File: config.mk
export PLATFORM = sky130hd
export DESIGN_NAME = instr_prefetch_queue_flat
export DESIGN_NICKNAME = d
export VERILOG_FILES = /design/src/rtl/cpu_pkg.sv /design/src/rtl/instr_prefetch_queue_if.sv /design/src/rtl/prefetch_queue_storage.sv /design/src/rtl/instr_prefetch_queue.sv /design/src/flat_wrapper.sv
export SDC_FILE = /design/constraint.sdc
export NUM_CORES = 1
export LEC_CHECK = 0
export BUFFER_PORTS_ARGS = -buffer_cell sky130_fd_sc_hd__buf_2
export CAP_MARGIN = 20
export CORE_MARGIN = 3
export CORE_UTILIZATION = 35
export CTS_CLUSTER_SIZE = 28
export DETAILED_ROUTE_END_ITERATION = 10
export SKIP_CTS_REPAIR_TIMING = 1
export SYNTH_ARGS = -nofsm -noshare
export SYNTH_HDL_FRONTEND = slang
export SYNTH_HIERARCHICAL = 1
export SYNTH_SLANG_ARGS = --single-unit
File: constraint.sdc
create_clock -name clk -period 6.6 [get_ports clk]
set_input_delay 0.33 -clock clk [delete_from_list [all_inputs] [get_ports clk]]
set_output_delay 0.33 -clock clk [all_outputs]
set_load 0.1 [all_outputs]
File: src/rtl/cpu_pkg.sv
// cpu_pkg: shared CPU front-end widths and constants
package cpu_pkg;
  localparam int PC_W = 32;
  localparam int INSTR_W = 32;
  localparam logic [PC_W-1:0] TEXT_BASE = 32'h0040_0000;
  localparam logic [INSTR_W-1:0] NOP = 32'h0000_0000;
endpackage

File: src/rtl/instr_prefetch_queue_if.sv
// instr_prefetch_queue_if: fetch-side and decode-side valid/ready bundle
interface instr_prefetch_queue_if import cpu_pkg::*; #(
  parameter int ADDR_W = PC_W,
  parameter int DATA_W = INSTR_W
);
  logic in_valid, in_ready, out_valid, out_ready;
  logic [ADDR_W-1:0] in_pc, out_pc;
  logic [DATA_W-1:0] in_instr, out_instr;
  modport master (
    output in_valid, in_pc, in_instr, out_ready,
    input in_ready, out_valid, out_pc, out_instr
  );
  modport slave (
    input in_valid, in_pc, in_instr, out_ready,
    output in_ready, out_valid, out_pc, out_instr
  );
endinterface

File: src/rtl/prefetch_queue_storage.sv
// prefetch_queue_storage: unreset register array, sync write, comb read
module prefetch_queue_storage #(
  parameter int DEPTH = 4,
  parameter int W = 64,
  localparam int AW = $clog2(DEPTH)
) (
  input  logic          clk,
  input  logic          we,
  input  logic [AW-1:0] waddr,
  input  logic [W-1:0]  wdata,
  input  logic [AW-1:0] raddr,
  output logic [W-1:0]  rdata
);
  logic [W-1:0] mem_q [DEPTH];
  always_ff @(posedge clk)
    if (we) mem_q[waddr] <= wdata;
  assign rdata = mem_q[raddr];
endmodule

File: src/rtl/instr_prefetch_queue.sv
// instr_prefetch_queue: fetch-to-decode FIFO of {pc, instr} with single-cycle flush
module instr_prefetch_queue import cpu_pkg::*; #(
  parameter int DEPTH = 4,
  parameter int DATA_W = INSTR_W,
  parameter int ADDR_W = PC_W,
  localparam int PW = $clog2(DEPTH)
) (
  input  logic                   clk,
  input  logic                   rst,
  input  logic                   flush,
  instr_prefetch_queue_if.slave  q,
  output logic [PW:0]            count
);
  localparam logic [PW:0] FULL = (PW+1)'(DEPTH);
  logic [PW-1:0] rd_ptr_q, rd_ptr_d, wr_ptr_q, wr_ptr_d;
  logic [PW:0] count_q, count_d;
  logic push, pop;
  logic [ADDR_W+DATA_W-1:0] rdata;
  assign q.in_ready = count_q != FULL;
  assign q.out_valid = count_q != '0;
  assign q.out_pc = q.out_valid ? rdata[ADDR_W+DATA_W-1:DATA_W] : '0;
  assign q.out_instr = q.out_valid ? rdata[DATA_W-1:0] : DATA_W'(NOP);
  assign count = count_q;
  always_comb begin
    push = q.in_valid & q.in_ready;
    pop = q.out_valid & q.out_ready;
    wr_ptr_d = flush ? '0 : wr_ptr_q + PW'(push);
    rd_ptr_d = flush ? '0 : rd_ptr_q + PW'(pop);
    count_d = flush ? '0 : count_q + (PW+1)'(push) - (PW+1)'(pop);
  end
  always_ff @(posedge clk or negedge rst)
    if (!rst) begin
      rd_ptr_q <= '0;
      wr_ptr_q <= '0;
      count_q <= '0;
    end else begin
      rd_ptr_q <= rd_ptr_d;
      wr_ptr_q <= wr_ptr_d;
      count_q <= count_d;
    end
  prefetch_queue_storage #(.DEPTH(DEPTH), .W(ADDR_W+DATA_W)) u_storage (
    .clk(clk),
    .we(push & ~flush),
    .waddr(wr_ptr_q),
    .wdata({q.in_pc, q.in_instr}),
    .raddr(rd_ptr_q),
    .rdata(rdata)
  );
endmodule

File: src/flat_wrapper.sv
// flat-port wrapper written by rule: the top's interface ports become plain ports
module instr_prefetch_queue_flat import cpu_pkg::*;
#(
  parameter int DEPTH = 4,
  parameter int DATA_W = INSTR_W,
  parameter int ADDR_W = PC_W,
  localparam int PW = $clog2(DEPTH)
)
  (clk, rst, flush, count, q_in_valid, q_in_pc, q_in_instr, q_out_ready, q_in_ready, q_out_valid, q_out_pc, q_out_instr);
  instr_prefetch_queue_if #(.ADDR_W(ADDR_W), .DATA_W(DATA_W)) q_i ();
  input  logic clk;
  input  logic rst;
  input  logic flush;
  output logic [PW:0] count;
  input wire logic [$bits(q_i.in_valid)-1:0] q_in_valid;
  input wire logic [$bits(q_i.in_pc)-1:0] q_in_pc;
  input wire logic [$bits(q_i.in_instr)-1:0] q_in_instr;
  input wire logic [$bits(q_i.out_ready)-1:0] q_out_ready;
  output wire logic [$bits(q_i.in_ready)-1:0] q_in_ready;
  output wire logic [$bits(q_i.out_valid)-1:0] q_out_valid;
  output wire logic [$bits(q_i.out_pc)-1:0] q_out_pc;
  output wire logic [$bits(q_i.out_instr)-1:0] q_out_instr;
  assign q_i.in_valid = q_in_valid;
  assign q_i.in_pc = q_in_pc;
  assign q_i.in_instr = q_in_instr;
  assign q_i.out_ready = q_out_ready;
  assign q_in_ready = q_i.in_ready;
  assign q_out_valid = q_i.out_valid;
  assign q_out_pc = q_i.out_pc;
  assign q_out_instr = q_i.out_instr;
  instr_prefetch_queue #(.DEPTH(DEPTH), .DATA_W(DATA_W), .ADDR_W(ADDR_W)) u_core (.clk(clk), .rst(rst), .flush(flush), .q(q_i), .count(count));
endmodule
* Yosys cells after proc, flatten, opt, wreduce, memory -nomap -nowiden
Memory sizes are Yosys's and may differ from the RTL's.
Index checks and enable logic that the tools add are counted.
** Word-level totals
- Input port bits :: 69
- Memory bits (read-only) :: 0
- Register bits :: 7
- Memories kept :: 1
- Memory bits (writable) :: 256
- Bits in latches :: 0
- Logic and storage cells :: 21
** Memory list
- u_core.u_storage.mem_q :: depth 4, width 64, read ports 1, clocked after Yosys merged registers in 0, write ports 1, RTL line prefetch_queue_storage.sv:14 : logic [W-1:0] mem_q [DEPTH];
** Operators by class
- Eq/ne operators :: 1
- Multiply operators :: 0
- Multiplexer cells :: 7
- Reduce and logical (&&, ||, !) cells :: 1
- Bitwise logic cells :: 4
- Add/subtract/negate cells :: 4
- Shifts and indexed selects :: 0
- Order comparisons :: 0
- Div/mod/pow operators :: 0
** Operators by type and width (count)
- 32-bit 2-to-1 mux :: 2
- 2-bit by 1-bit adder with 2-bit output :: 2
- 2-bit 2-to-1 mux :: 2
- 3-bit by 1-bit adder with 3-bit output :: 1
- 1-bit AND :: 3
- 3-bit 2-to-1 mux :: 1
- 3-bit != test (second input constant) :: 1
- 3-bit nonzero test :: 1
- 3-bit by 1-bit subtractor with 3-bit output :: 1
- 1-bit 2-to-1 mux :: 2
- 1-bit NOT :: 1

* Longest topological paths before layout
- Word-level depth :: 5
- Gate-level depth with buffers :: 9
- Mapped depth without buffers :: 9

* Hierarchy
Netlist, hierarchy kept.
** By module, submodules not included
- prefetch_queue_storage :: area each 9341.5 um^2, times used 1, cells an instance 338
- instr_prefetch_queue :: area each 829.5 um^2, times used 1, cells an instance 104

* Worst setup path after synthesis
Ideal clock, no wire load.
- Path type :: flip-flop to flip-flop
- Start :: reg u_core.count_q[1] (netlist: u_core/count[1])
- End :: mem u_core.u_storage.mem_q[0][0], enable pin
- Setup slack :: -0.969 ns
- Period minus slack after synthesis :: 7.569 ns
- Path buffers :: 0
- Cell stages (with the launch flop) :: 5
- Required time :: 6.022 ns
- Arrival :: 6.991 ns
- Library setup time :: 0.578 ns
- Cell sequence :: dfrtp_1 or3b_1 nand2_1 nor2_1 nor3b_1
** Between the ends
- Cells in the longest elaborated chain, start to end :: 5
** RTL lines
- from (decl) :: RTL line instr_prefetch_queue.sv:16 : logic [PW:0] count_q, count_d;
- from (signal assigned) :: RTL line instr_prefetch_queue.sv:39 : count_q <= count_d;
- 3-bit != test :: RTL line instr_prefetch_queue.sv:19 : assign q.in_ready = count_q != FULL;
- via q_in_ready :: RTL line flat_wrapper.sv:19 : output wire logic [$bits(q_i.in_ready)-1:0] q_in_ready;
- 1-bit AND :: RTL line instr_prefetch_queue.sv:25 : push = q.in_valid & q.in_ready;
- 1-bit AND :: RTL line instr_prefetch_queue.sv:43 : .we(push & ~flush),
- 1-bit 2-to-1 mux :: RTL line prefetch_queue_storage.sv:16 : if (we) mem_q[waddr] <= wdata;
- 1-bit 2-to-1 mux (not written as such) :: RTL line prefetch_queue_storage.sv:16
- to (decl) :: RTL line prefetch_queue_storage.sv:14
The timed path passes the listed nets, and every way through them passes these cells.

* Final worst setup path
- Start :: reg u_core.rd_ptr_q[0]
- End :: out q_out_pc[31]
** Between the ends
- Cells in the longest elaborated chain, start to end :: 2
** RTL lines
- from (decl) :: RTL line instr_prefetch_queue.sv:15 : logic [PW-1:0] rd_ptr_q, rd_ptr_d, wr_ptr_q, wr_ptr_d;
- from (signal assigned) :: RTL line instr_prefetch_queue.sv:37 : rd_ptr_q <= rd_ptr_d;
- memory 4 x 64 bit
- via u_core.rdata[63] :: RTL line instr_prefetch_queue.sv:18 : logic [ADDR_W+DATA_W-1:0] rdata;
- 32-bit 2-to-1 mux :: RTL line instr_prefetch_queue.sv:21 : assign q.out_pc = q.out_valid ? rdata[ADDR_W+DATA_W-1:DATA_W] : '0;
- to (decl) :: RTL line flat_wrapper.sv:21 : output wire logic [$bits(q_i.out_pc)-1:0] q_out_pc;
The timed path passes the listed nets, and every way through them passes these cells.

==> impl_metrics.json <==
{
  "gr-total-overflow": 0,
  "worstReg2RegStart": "u_core/count[1]$_DFF_PN0_",
  "num-fill-cells": 2483,
  "slew_viol_final": 0,
  "cts_max_path_buffers": 3,
  "wire_per_inst_um": 19.28,
  "post-place-ws_ps": 3498,
  "cp_max_fo": 38,
  "cap_violations": 0,
  "relSlewSlack_pct": 27.96,
  "pin_count": 138,
  "root_buffer": "clkbuf_16",
  "syn-mean-instance-area_um2": 23.01,
  "regArea_mm2": 0.007870,
  "nets": 670,
  "gp_congestion": 0.6593,
  "skew_ps": 11.78,
  "grt_max_degree": 66,
  "core_area_mm2": 0.02824,
  "clkTransAtPathRegs_ps": 60,
  "yosysUniqueCellTypes": 27,
  "finalWorstSetupSlack_ps": 3050,
  "fmax_ghz": 0.2817,
  "drive_gt1_share_pct": 40.45,
  "drc": 0,
  "finish.utilization_pct": 42.91,
  "vias": 4754,
  "first_global_vias": 5259,
  "die-area_mm2": 0.03114,
  "ctsHtreeMaxLevel": 1,
  "final.setup.tns_ps": 0,
  "finalHoldViolCount": 0,
  "cts_tree": "built",
  "status": "completed",
  "critPathRequiredTime_ps": 6270,
  "io_buffers": 137,
  "routed_wl_um": 19230,
  "cts_sinks": 263,
  "hp-class": "primary input to flip-flop",
  "worstHoldStart": "q_in_instr[30]",
  "clkLatencyLatePin_ps": 520,
  "tightest_slew_ps": 1081,
  "via_per_inst": 4.768,
  "cp-startpoint": "u_core/rd_ptr_q[0]$_DFF_PN0_",
  "die_x_um": 176.5,
  "synth_edf_count": 256,
  "grt_pass1_wl_um": 29970,
  "crit_arrival_ps": 3220,
  "area_delta_synth_final_pct": 19.14,
  "rsz0062_at_grt": "false",
  "critPathKind": "flip-flop to primary output",
  "ys_warn_count": 6,
  "multi_input_area_mm2": 0.002088,
  "synthFlopType": "edfxtp_1",
  "drtIter0Drc": 263,
  "holdWs_ps": 20.08,
  "syn_inst": 442,
  "antenna_found_initial": 1,
  "syn-num-nets": 514,
  "crit_path_end_kind": "primary output",
  "ant_nets": 0,
  "finalCritPeriodShare_pct": 53.78,
  "cts_buffers": 27,
  "start_util_pct": 36.02,
  "grt.total_usage_pct": 12.43,
  "finalSetupViolations": 0,
  "synth_area_mm2": 0.01017,
  "fp.dieH_um": 176.5,
  "rows": 61,
  "postSynth.asyncResetShare_pct": 2.662,
  "seq_area_frac_synth_pct": 77.30,
  "ys_seq_elements": 263,
  "fin_crit_ps": 3550,
  "startpoint_type": "flip-flop",
  "dr.pass1.iters": 4,
  "hpwl_um": 11160
}
## worst paths after layout
kind | to | slack (ps) | depth (start not counted)
min in group asynchronous | u_core/rd_ptr_q[1]$_DFF_PN0_ | 180 | 2
hold / removal | u_core/u_storage/mem_q[2][30]$_DFFE_PP_ | 20 | 1
max in group asynchronous | u_core/rd_ptr_q[0]$_DFF_PN0_ | 6230 | 2
hold reg to reg | u_core/wr_ptr_q[1]$_DFF_PN0_ | 660 | 2
setup / recovery | q_out_pc[31] | 3050 | 4
setup reg to reg | u_core/u_storage/mem_q[1][29]$_DFFE_PP_ | 3910 | 5
## kinds of logic after synthesis
family,share of synthesized area [%]
multiplexers,14.32
adder cells (fa/ha/maj),0.4428
buffers and inverters,2.411
AND/OR/NAND/NOR,4.884
XOR/XNOR,0.4305
AO/OA/AOI/OAI,0.2091
flip-flops,77.30
## worst max-delay path, stage by stage (launching register included)
cell	delay, ps
dfrtp_4	810
buf_4	720
mux4_1	650
and2_1	170
buf_2	290
## flip-flops by register name, summed over array words and instances (netlist names)
signal	cells
u_core/u_storage/mem_q	256
u_core/count	3
u_core/rd_ptr_q	2
u_core/wr_ptr_q	2
## cell type report
class | instances | area share (%)
diodes | 1 | 0.02065
clock buffers | 36 | 6.102
clock inverters | 13 | 1.187
inverters | 2 | 0.06195
multi-input cells | 156 | 17.23
flip-flops and latches | 263 | 64.95
well taps | 378 | 3.903
repair buffers | 148 | 6.546
## cells in the mapped netlist, types with 2 or more instances
master / n / share of area [%]
buf_6: 7 / 0.78
dfrtp_1: 7 / 1.7
edfxtp_1: 256 / 76
nor2b_1: 2 / 0.12
buf_2: 6 / 0.30
buf_12: 6 / 1.2
nor2_1: 6 / 0.22
inv_1: 2 / 0.074
xor2_1: 4 / 0.34
and3b_1: 2 / 0.17
mux4_2: 60 / 13
and2_1: 65 / 4.0
mux4_1: 4 / 1.0
ha_1: 2 / 0.25
## stage by stage
step	cells	cell area, um2
6_report	997	12120
5_1_grt	996	12120
4_1_cts	991	12070
3_5_place_dp	942	11180
3_3_place_gp	941	11160
2_1_floorplan	442	10180
## layer usage
layer	wire (um)	GRT usage, %	part of all wire (%)
met5	7	0	0.036
met3	1035	2.624	5.4
met4	325	3.077	1.7
met2	9827	21.35	51
met1	8030	16.28	42
## placed cells by master (no fill, tap or decap), types with 4 or more instances in the layout
cell,netlist,routed
and2_1,65,65
buf_2,6,137
buf_4,0,5
clkbuf_1,1,6
clkbuf_16,0,27
clkinv_2,0,5
dfrtp_1,7,5
dlygate4sd3_1,0,5
edfxtp_1,256,256
mux4_1,4,4
mux4_2,60,60
nor2_1,6,6
xor2_1,4,4
Power is left out: the tool's default activity adds up to more than one toggle a clock period on the data nets, which glitch-free logic cannot reach.
